**config.mk**
```make
export PLATFORM = sky130hd
export DESIGN_NAME = sort_pkt_arbiter
export DESIGN_NICKNAME = d
export VERILOG_FILES = /design/src/rtl/sort_pkt_arbiter.sv
export SDC_FILE = /design/constraint.sdc
export NUM_CORES = 1
export LEC_CHECK = 0
export BUFFER_PORTS_ARGS = -buffer_cell sky130_fd_sc_hd__buf_2
export CAP_MARGIN = 20
export CORE_UTILIZATION = 43
export DETAILED_ROUTE_END_ITERATION = 8
export PLACE_DENSITY = 0.93
export SYNTH_ARGS = -nofsm -noshare
export SYNTH_HDL_FRONTEND = slang
export SYNTH_SLANG_ARGS = --single-unit
```
**constraint.sdc**
```tcl
create_clock -name clk_i -period 4.14 [get_ports clk_i]
set_input_delay 0.828 -clock clk_i [delete_from_list [all_inputs] [get_ports clk_i]]
set_output_delay 0.828 -clock clk_i [all_outputs]
set_load 0.02 [all_outputs]
```
**src/rtl/sort_pkt_arbiter.sv**
```systemverilog
// rtl/sort_pkt_arbiter.sv - packet-granular round-robin arbiter sharing one sorter among N_REQ requesters
// Optional statistics counters are built when SORT_ARB_STATS_EN is defined.
module sort_pkt_arbiter #(
    parameter int N_REQ       = 4,
    parameter int DWIDTH      = 16,
    parameter int MAX_PKT_LEN = 13,
    localparam int CWIDTH     = $clog2(N_REQ)
) (
    input  logic                    clk_i,
    input  logic                    arst_n_i,
    input  logic [N_REQ*DWIDTH-1:0] req_data_i,
    input  logic [N_REQ-1:0]        req_startofpacket_i,
    input  logic [N_REQ-1:0]        req_endofpacket_i,
    input  logic [N_REQ-1:0]        req_valid_i,
    output logic [N_REQ-1:0]        req_ready_o,
    output logic [DWIDTH-1:0]       sort_snk_data_o,
    output logic                    sort_snk_sop_o,
    output logic                    sort_snk_eop_o,
    output logic                    sort_snk_valid_o,
    input  logic                    sort_snk_ready_i,
    input  logic [DWIDTH-1:0]       sort_src_data_i,
    input  logic                    sort_src_sop_i,
    input  logic                    sort_src_eop_i,
    input  logic                    sort_src_valid_i,
    output logic                    sort_src_ready_o,
    output logic [DWIDTH-1:0]       out_data_o,
    output logic                    out_sop_o,
    output logic                    out_eop_o,
    output logic                    out_valid_o,
    output logic [CWIDTH-1:0]       out_channel_o,
    input  logic                    out_ready_i,
`ifdef SORT_ARB_STATS_EN
    input  logic                    stat_clr_i,
    output logic [15:0]             stat_pkt_cnt_o,
    output logic [15:0]             stat_err_cnt_o,
`endif
    output logic                    busy_o
);

    localparam int CNT_W = $clog2(MAX_PKT_LEN + 1);

    typedef enum logic [1:0] {
        IDLE_S,
        FWD_S,
        DRAIN_S,
        WAIT_S
    } state_t;

    state_t            state_q, state_d;
    logic [CWIDTH-1:0] grant_q, grant_d;
    logic [CWIDTH-1:0] last_grant_q, last_grant_d;
    logic [CNT_W-1:0]  word_cnt_q, word_cnt_d;

    logic              found;
    logic [CWIDTH-1:0] winner;
    logic [CWIDTH-1:0] cand;

    logic [DWIDTH-1:0] g_data;
    logic              g_sop, g_eop, g_valid;
    logic              at_max;

    logic [N_REQ-1:0]  ready_raw;
    logic [DWIDTH-1:0] snk_data;
    logic              snk_valid_raw, snk_sop_raw, snk_eop_raw;
    logic              src_ready_raw;
    logic [DWIDTH-1:0] out_data;
    logic              out_valid_raw, out_sop_raw, out_eop_raw;
    logic              pkt_done, trunc;
    logic [N_REQ-1:0]  idle_drop;

    // Rotating priority: first SOP-valid requester after the last one served.
    always_comb begin
        found  = 1'b0;
        winner = last_grant_q;
        cand   = last_grant_q;
        for (int i = 0; i < N_REQ; i++) begin
            cand = (cand == CWIDTH'(N_REQ - 1)) ? '0 : cand + 1'b1;
            if (!found && req_valid_i[cand] && req_startofpacket_i[cand]) begin
                found  = 1'b1;
                winner = cand;
            end
        end
    end

    always_comb begin
        g_data  = req_data_i[int'(grant_q)*DWIDTH +: DWIDTH];
        g_sop   = req_startofpacket_i[grant_q];
        g_eop   = req_endofpacket_i[grant_q];
        g_valid = req_valid_i[grant_q];
    end

    always_comb begin
        state_d       = state_q;
        grant_d       = grant_q;
        last_grant_d  = last_grant_q;
        word_cnt_d    = word_cnt_q;
        ready_raw     = '0;
        snk_data      = '0;
        snk_valid_raw = 1'b0;
        snk_sop_raw   = 1'b0;
        snk_eop_raw   = 1'b0;
        src_ready_raw = 1'b0;
        out_data      = '0;
        out_valid_raw = 1'b0;
        out_sop_raw   = 1'b0;
        out_eop_raw   = 1'b0;
        pkt_done      = 1'b0;
        trunc         = 1'b0;
        idle_drop     = '0;
        at_max        = (word_cnt_q == CNT_W'(MAX_PKT_LEN - 1));

        unique case (state_q)
            IDLE_S: begin
                // SOP beats wait for the grant; stray mid-packet beats are flushed.
                for (int r = 0; r < N_REQ; r++) begin
                    if (req_valid_i[r] && !req_startofpacket_i[r]) begin
                        ready_raw[r] = 1'b1;
                        idle_drop[r] = 1'b1;
                    end
                end
                if (found) begin
                    grant_d = winner;
                    state_d = FWD_S;
                end
            end
            FWD_S: begin
                snk_data           = g_data;
                snk_valid_raw      = g_valid;
                snk_sop_raw        = g_sop && (word_cnt_q == '0);
                snk_eop_raw        = g_eop || at_max;
                ready_raw[grant_q] = sort_snk_ready_i;
                if (g_valid && sort_snk_ready_i) begin
                    word_cnt_d = word_cnt_q + 1'b1;
                    if (g_eop) begin
                        state_d = WAIT_S;
                    end else if (at_max) begin
                        trunc   = 1'b1;
                        state_d = DRAIN_S;
                    end
                end
            end
            DRAIN_S: begin
                ready_raw[grant_q] = 1'b1;
                if (g_valid && g_eop) begin
                    state_d = WAIT_S;
                end
            end
            WAIT_S: begin
                out_data      = sort_src_data_i;
                out_valid_raw = sort_src_valid_i;
                out_sop_raw   = sort_src_sop_i;
                out_eop_raw   = sort_src_eop_i;
                src_ready_raw = out_ready_i;
                if (sort_src_valid_i && out_ready_i && sort_src_eop_i) begin
                    state_d      = IDLE_S;
                    last_grant_d = grant_q;
                    word_cnt_d   = '0;
                    pkt_done     = 1'b1;
                end
            end
            default: state_d = IDLE_S;
        endcase
    end

    // Handshake outputs are forced low for the whole time reset is asserted.
    assign req_ready_o      = ready_raw & {N_REQ{arst_n_i}};
    assign sort_snk_data_o  = snk_data;
    assign sort_snk_valid_o = snk_valid_raw & arst_n_i;
    assign sort_snk_sop_o   = snk_sop_raw & arst_n_i;
    assign sort_snk_eop_o   = snk_eop_raw & arst_n_i;
    assign sort_src_ready_o = src_ready_raw & arst_n_i;
    assign out_data_o       = out_data;
    assign out_valid_o      = out_valid_raw & arst_n_i;
    assign out_sop_o        = out_sop_raw & arst_n_i;
    assign out_eop_o        = out_eop_raw & arst_n_i;
    assign out_channel_o    = grant_q;
    assign busy_o           = (state_q != IDLE_S);

    always_ff @(posedge clk_i or negedge arst_n_i) begin
        if (!arst_n_i) begin
            state_q      <= IDLE_S;
            grant_q      <= '0;
            last_grant_q <= CWIDTH'(N_REQ - 1);
            word_cnt_q   <= '0;
        end else begin
            state_q      <= state_d;
            grant_q      <= grant_d;
            last_grant_q <= last_grant_d;
            word_cnt_q   <= word_cnt_d;
        end
    end

`ifdef SORT_ARB_STATS_EN
    logic [15:0]       pkt_cnt_q, pkt_cnt_d;
    logic [15:0]       err_cnt_q, err_cnt_d;
    logic [CWIDTH+1:0] err_inc;
    logic [16:0]       err_sum;

    // Several requesters can be flushed in the same idle cycle, so errors add up per beat.
    always_comb begin
        err_inc = {{(CWIDTH + 1){1'b0}}, trunc};
        for (int r = 0; r < N_REQ; r++) begin
            err_inc = err_inc + {{(CWIDTH + 1){1'b0}}, idle_drop[r]};
        end
        err_sum   = {1'b0, err_cnt_q} + 17'(err_inc);
        err_cnt_d = err_sum[16] ? 16'hFFFF : err_sum[15:0];
        pkt_cnt_d = pkt_cnt_q;
        if (pkt_done && (pkt_cnt_q != 16'hFFFF)) begin
            pkt_cnt_d = pkt_cnt_q + 16'd1;
        end
        if (stat_clr_i) begin
            pkt_cnt_d = '0;
            err_cnt_d = '0;
        end
    end

    always_ff @(posedge clk_i or negedge arst_n_i) begin
        if (!arst_n_i) begin
            pkt_cnt_q <= '0;
            err_cnt_q <= '0;
        end else begin
            pkt_cnt_q <= pkt_cnt_d;
            err_cnt_q <= err_cnt_d;
        end
    end

    assign stat_pkt_cnt_o = pkt_cnt_q;
    assign stat_err_cnt_o = err_cnt_q;
`else
    logic stats_unused;
    assign stats_unused = ^{trunc, idle_drop, pkt_done};
`endif

endmodule

```
==> results of run 1 <==
## path summary, 6_finish.rpt
check | start | to | slack, ns | cells after the start
worst max-delay path | state_q[1] | req_ready_o[0] | 1.09 | 7
worst min-delay path | arst_n_i | word_cnt_q[3] | 0.48 | 1
worst max register to register | out_channel_o[0] | state_q[0] | 1.75 | 6
worst min register to register | word_cnt_q[0] | word_cnt_q[0] | 0.53 | 1
max in group asynchronous | arst_n_i | last_grant_q[1] | 3.36 | 1
min in group clk_i | word_cnt_q[0] | word_cnt_q[0] | 0.53 | 1
## cell usage after synthesis (all sizes together), types with 3 or more instances
cell,instances
a21oi,11
a22o,3
a31oi,4
and2,35
and3,10
buf,4
clkbuf,10
dfrtp,8
ha,7
inv,10
mux4,19
nand2,14
nand3,6
nand3b,3
nand4,3
nor2,14
o21ai,9
o31ai,3
## metrics by stage
stage	hold slack (ns)	utilization, %
4_1_cts	0.486	64.1
5_1_grt	0.502	64.1
6_report	0.479	64.1
2_1_floorplan	0.495	-
3_3_place_gp	0.519	63.1
3_5_place_dp	0.529	63.1
## metal layers
layer | track usage [%] | vias to the layer above | wire length [um]
met4 | 12.8 | 0 | 116
li1 | - | 1043 | -
met1 | 30.9 | 1009 | 2230
met2 | 42.9 | 103 | 2960
met5 | 0 | - | 0
met3 | 5.86 | 12 | 468
## power groups by stage
stage | combinational, mW | sequential [mW] | clock [mW]
2_1_floorplan | 0.909 | 0.198 | 0
3_3_place_gp | 1.11 | 0.256 | 0
3_5_place_dp | 1.15 | 0.258 | 0
4_1_cts | 1.15 | 0.258 | 0.104
5_1_grt | 1.26 | 0.272 | 0.108
6_report | 1.15 | 0.259 | 0.102
## final cells by class
type                            instances  area, um^2  area share (%)
Sequential cell                        10         253            9.93
Tap cell                               50        62.6            2.46
Timing Repair Buffer                  146         736            28.9
Clock buffer                            3        41.3            1.62
Multi-Input combinational cell        170        1420            55.6
Inverter                               10        37.5            1.47
## flip-flops by register name, indices dropped and copies added, names as in the netlist
name / count
state_q: 2
last_grant_q: 2
word_cnt_q: 4
out_channel_o: 2
## kinds of logic (layout without fill, tap and decap cells)
family / after synthesis / count (layout) / share of synthesized area (%)
flops: 10 / 10 / 14.2
xor+xnor: 2 / 2 / 0.986
compound gates: 49 / 49 / 20.3
fa+ha+maj: 7 / 7 / 4.93
mux: 21 / 21 / 25.6
buf+inv: 24 / 159 / 6.06
simple gates: 91 / 91 / 28.0
==> run_results.csv, run 1 <==
group,metric,value,unit
status,status,"complete, no violations",
critical_path,required,3.31,ns
timing,tns,0,ns
clock_tree,cts_buffer_depth,2,
logic_synthesis,synth_edf_count,0,
layout,layout-drive-gt1-share,51.3,%
timing,min_period,3.05,ns
logic_synthesis,yosysSeqAreaShare,14.2,%
logic_synthesis,synth_cells,204,
clock_tree,path_clk_slew,0.05,ns
layout,final.fill_count,354,
drt,final_antenna_net_count,0,
critical_path,path_cells,"inv_1 -> ha_1 -> a21oi_1 -> nor3_1 -> a31oi_1 -> nor2_1 -> buf_2",
logic_synthesis,synth_seq_cells,10,
layout,final_cell_mix,"144 x buf_2, 35 x and2_1, 18 x mux4_2",
drt,drc,0,
clock_tree,htreeDepth,1,
critical_path,crit_arrival,2.22,ns
placement,placed_cells,386,
global_route,antenna_found_initial,0,
timing,setup_slack,1.09,ns
layout,area_growth,43.3,%
power,sw_frac_of_total,51.8,%
placement,post-place-ws,1.33,ns
logic_synthesis,yosysTopAreaCell,"mux4_2",
power,pwr-share-clk,6.8,%
power,max-vdd-ir-drop,0.268,mV
global_route,grt_pass1_wl,8.74,mm
power,p_comb_share,76.1,%
layout,layout.cells.non_filler,389,
clock_tree,clockRootBuffer,"clkbuf_8",
layout,layout_commonest_cell,"buf_2",
floorplanning,placementRows,23,
global_route,grt_pass1_vias,1836,
timing,worst_slew_pin_slew,0.722,ns
placement,gp_congestion,0.982,
drt,vias,2167,
placement,post_dp_cell_area,2500,um^2
power,total_power,1.51,mW
critical_path,path_max_fanout,23,
placement,dp_hpwl,4.71,mm
critical_path,worst-path-buf-inv,2,
logic_synthesis,async_flop_share,100,%
clock_tree,ctsHoldBuffers,0,
logic_synthesis,synth_top_flop_cell,"dfrtp_1",
floorplanning,die-width,66.3,um
floorplanning,core,3970,um^2
timing,slew_viol_final,0,
drt,drt_wl_total,5.77,mm
clock_tree,cts_tree,"built",
drt,viasPerCell,5.57,
placement,port_buffers,144,
timing,max_clock_freq,328,MHz
logic_synthesis,yosys_warnings,0,
critical_path,crit_path_start_kind,"flop",
clock_tree,clk_latency,0.24,ns
timing,maxSlewHeadroom,51.9,%
power,p_switching,782,uW
critical_path,worstSetupPathType,"reg -> out",
logic_synthesis,synth_area_leaders,"mux4_2 23%, and2_1 12%, dfrtp_1 11%",
critical_path,slowest_stage,"ha_1",
critical_path,end_kind,"output port",
layout,final_area,2550,um^2
power,p_int,728,uW
logic_synthesis,synth_cell_types,47,
timing,finalHoldViolations,0,
logic_synthesis,syn-cell-area,1780,um^2
timing,rsz0062_at_grt,"no",
floorplanning,die_area,4390,um^2
clock_tree,cts.sinks,10,
critical_path,critical_path.top_delay_family,"adder cells",
floorplanning,dieHeight,66.3,um
global_route,grt_use_total,25.8,%
critical_path,cpPeakStageDelay,0.63,ns
floorplanning,io_pins,145,
drt,dr.pass1.iters,4,
drt,drt_iter0_drc,97,
hold_path,worstHoldPathType,"in -> async",
layout,layout.nets,447,
timing,setup_viol,0,
global_route,grt_max_degree,25,
global_route,grt-ovfl-total,0,
clock_tree,numCtsBuffers,3,
power,powerDensity,593,nW/um^2
floorplanning,start_util,44.7,%
logic_synthesis,postSynthAreaPerCell,8.71,um^2
drt,wl_per_cell,14.8,um
timing,fin_skew,0.00609,ns
logic_synthesis,synth_top_area_share,22.8,%
power,leakagePower,1.34,nW
job,maxCapViolations,0,
power,pwr-share-seq,17.1,%
timing,period_share,73.7,%
clock_tree,post_cts_buffers,0,
clock_tree,post_cts_resized,0,
logic_synthesis,synth_nets,310,
layout,antenna_cells,0,
Power figures use the tool's default switching activity.
==> inputs of run 2 (changes only) <==
--- a/config.mk
+++ b/config.mk
@@ -7,9 +7,9 @@
 export LEC_CHECK = 0
 export BUFFER_PORTS_ARGS = -buffer_cell sky130_fd_sc_hd__buf_2
 export CAP_MARGIN = 20
-export CORE_UTILIZATION = 43
+export CORE_UTILIZATION = 40
 export DETAILED_ROUTE_END_ITERATION = 8
-export PLACE_DENSITY = 0.93
+export PLACE_DENSITY = 0.87
 export SYNTH_ARGS = -nofsm -noshare
 export SYNTH_HDL_FRONTEND = slang
 export SYNTH_SLANG_ARGS = --single-unit
==> constraint.sdc (replaced) <==
create_clock -name clk_i -period 3 [get_ports clk_i]
set_input_delay 0.6 -clock clk_i [delete_from_list [all_inputs] [get_ports clk_i]]
set_output_delay 0.6 -clock clk_i [all_outputs]
set_load 0.02 [all_outputs]
==> run_results.csv, run 2 (same netlist as run 1, synthesis figures left out) <==
group,metric,value,unit
clock_tree,post_cts_buffers,0,
critical_path,worst-path-buf-inv,2,
timing,slew_viol_final,0,
clock_tree,numCtsBuffers,3,
floorplanning,die-width,68.6,um
placement,dp_hpwl,5.08,mm
timing,rsz0062_at_grt,"no",
timing,maxSlewHeadroom,61.5,%
placement,gp_congestion,0.863,
clock_tree,post_cts_resized,0,
critical_path,timing.rr.start,"out_channel_o[0]",
global_route,gr-max-usage-layer,"met2",
global_route,gr-usage-met1,28.8,%
critical_path,end_kind,"output port",
critical_path,cpPeakStageDelay,0.62,ns
critical_path,path_depth,4,
global_route,use_met3,4.77,%
drt,final_antenna_net_count,0,
global_route,grt_use_total,26.0,%
drt,vias,2203,
critical_path,path_max_fanout,14,
placement,post_dp_cell_area,2520,um^2
timing,setup_slack,0.331,ns
clock_tree,cts_tree,"built",
critical_path,crit_path_start_kind,"flop",
critical_path,worstSetupPathType,"reg -> out",
floorplanning,placementRows,23,
floorplanning,core,4140,um^2
floorplanning,dieHeight,68.6,um
critical_path,crit_arrival,2.07,ns
timing,min_period,2.67,ns
layout,final_area,2570,um^2
global_route,grt_pass1_vias,1975,
status,status,"complete, no violations",
critical_path,critical_path.top_delay_family,"flip-flops",
timing,holdWs,0.253,ns
clock_tree,cts.sinks,10,
timing,fin_skew,0.0101,ns
layout,layout_commonest_cell,"buf_2",
critical_path,crit_start,"out_channel_o[0]",
power,powerDensity,836,nW/um^2
global_route,antenna_found_initial,0,
clock_tree,clk_latency,0.24,ns
drt,dr.pass1.iters,4,
power,leakagePower,1.36,nW
critical_path,slowest_stage,"dfrtp_1",
drt,drt_iter0_drc,114,
timing,finalHoldViolations,0,
power,max-vdd-ir-drop,0.493,mV
layout,final_cell_mix,"144 x buf_2, 35 x and2_1, 18 x mux4_2",
clock_tree,ctsHoldBuffers,0,
clock_tree,cts_buffer_depth,2,
layout,antenna_cells,0,
drt,drt_wl_total,6.34,mm
critical_path,required,2.40,ns
hold_path,worstHoldPathType,"in -> async",
drt,drc,0,
layout,area_growth,44.9,%
job,maxCapViolations,0,
floorplanning,start_util,42.9,%
critical_path,rrSetupSlack,0.72,ns
timing,worst_slew_pin_slew,0.578,ns
drt,viasPerCell,5.62,
critical_path,path_cells,"buf_4 -> mux4_2 -> and2_1 -> buf_2",
clock_tree,htreeDepth,1,
timing,period_share,89.0,%
drt,wl_per_cell,16.2,um
global_route,grt_pass1_wl,9.01,mm
clock_tree,path_clk_slew,0.05,ns
layout,layout-drive-gt1-share,51.8,%
layout,largest_reg_flops,4,
floorplanning,io_pins,145,
timing,setup_viol,0,
critical_path,worstRegToRegCells,6,
floorplanning,die_area,4710,um^2
timing,max_clock_freq,375,MHz
global_route,met2_usage,49.5,%
placement,post-place-ws,0.557,ns
critical_path,crit_path_end,"sort_snk_data_o[13]",
global_route,grt_max_degree,25,
layout,final.fill_count,374,
timing,tns,0,ns
placement,port_buffers,144,
layout,layout.nets,449,
layout,top_register,"word_cnt_q",
global_route,grt-ovfl-total,0,
critical_path,r2r_end,"state_q[0]",
clock_tree,clockRootBuffer,"clkbuf_8",
## run 2: cell types whose count changed in the layout (fill, tap and decap cells not counted), sizes merged
cell    change
buf         +2
clkbuf      +1
## run 2: cell type report
cell class                      instances  area, um^2  area share, %
Timing Repair Buffer                  148         751           29.2
Inverter                               10        37.5           1.46
Sequential cell                        10         253           9.82
Multi-Input combinational cell        170        1420           55.0
Clock buffer                            4        55.1           2.14
Tap cell                               50        62.6           2.43
## run 2: through the flow
step,cells,util [%],power [mW]
2_1_floorplan,204,-,1.53
3_3_place_gp,388,60.8,1.92
3_5_place_dp,388,60.8,1.96
4_1_cts,392,62.1,2.15
5_1_grt,392,62.1,2.33
6_report,392,62.1,2.15
## run 2: worst min-delay path by stage
stage,to,slack [ns],depth (start not counted)
global route,word_cnt_q[2],0.28,1
floorplan,out_channel_o[0],0.30,0
finish,state_q[0],0.25,1
global placement,word_cnt_q[2],0.51,1
detailed placement,word_cnt_q[2],0.51,1
CTS,word_cnt_q[2],0.26,1
## run 2: report_power, final
part,total (mW),leakage [nW],internal [mW],switching (mW)
Clock,0.172,0.0288,0.116,0.0563
Sequential,0.346,0.119,0.209,0.137
Combinational,1.63,1.21,0.723,0.911
Total,2.15,1.36,1.05,1.10
## run 2: metal layers
layer	share of wire (%)	vias to the layer above
met4	1.5	0
met1	37	1019
met5	0	-
met2	52	124
met3	9.5	11
li1	-	1049
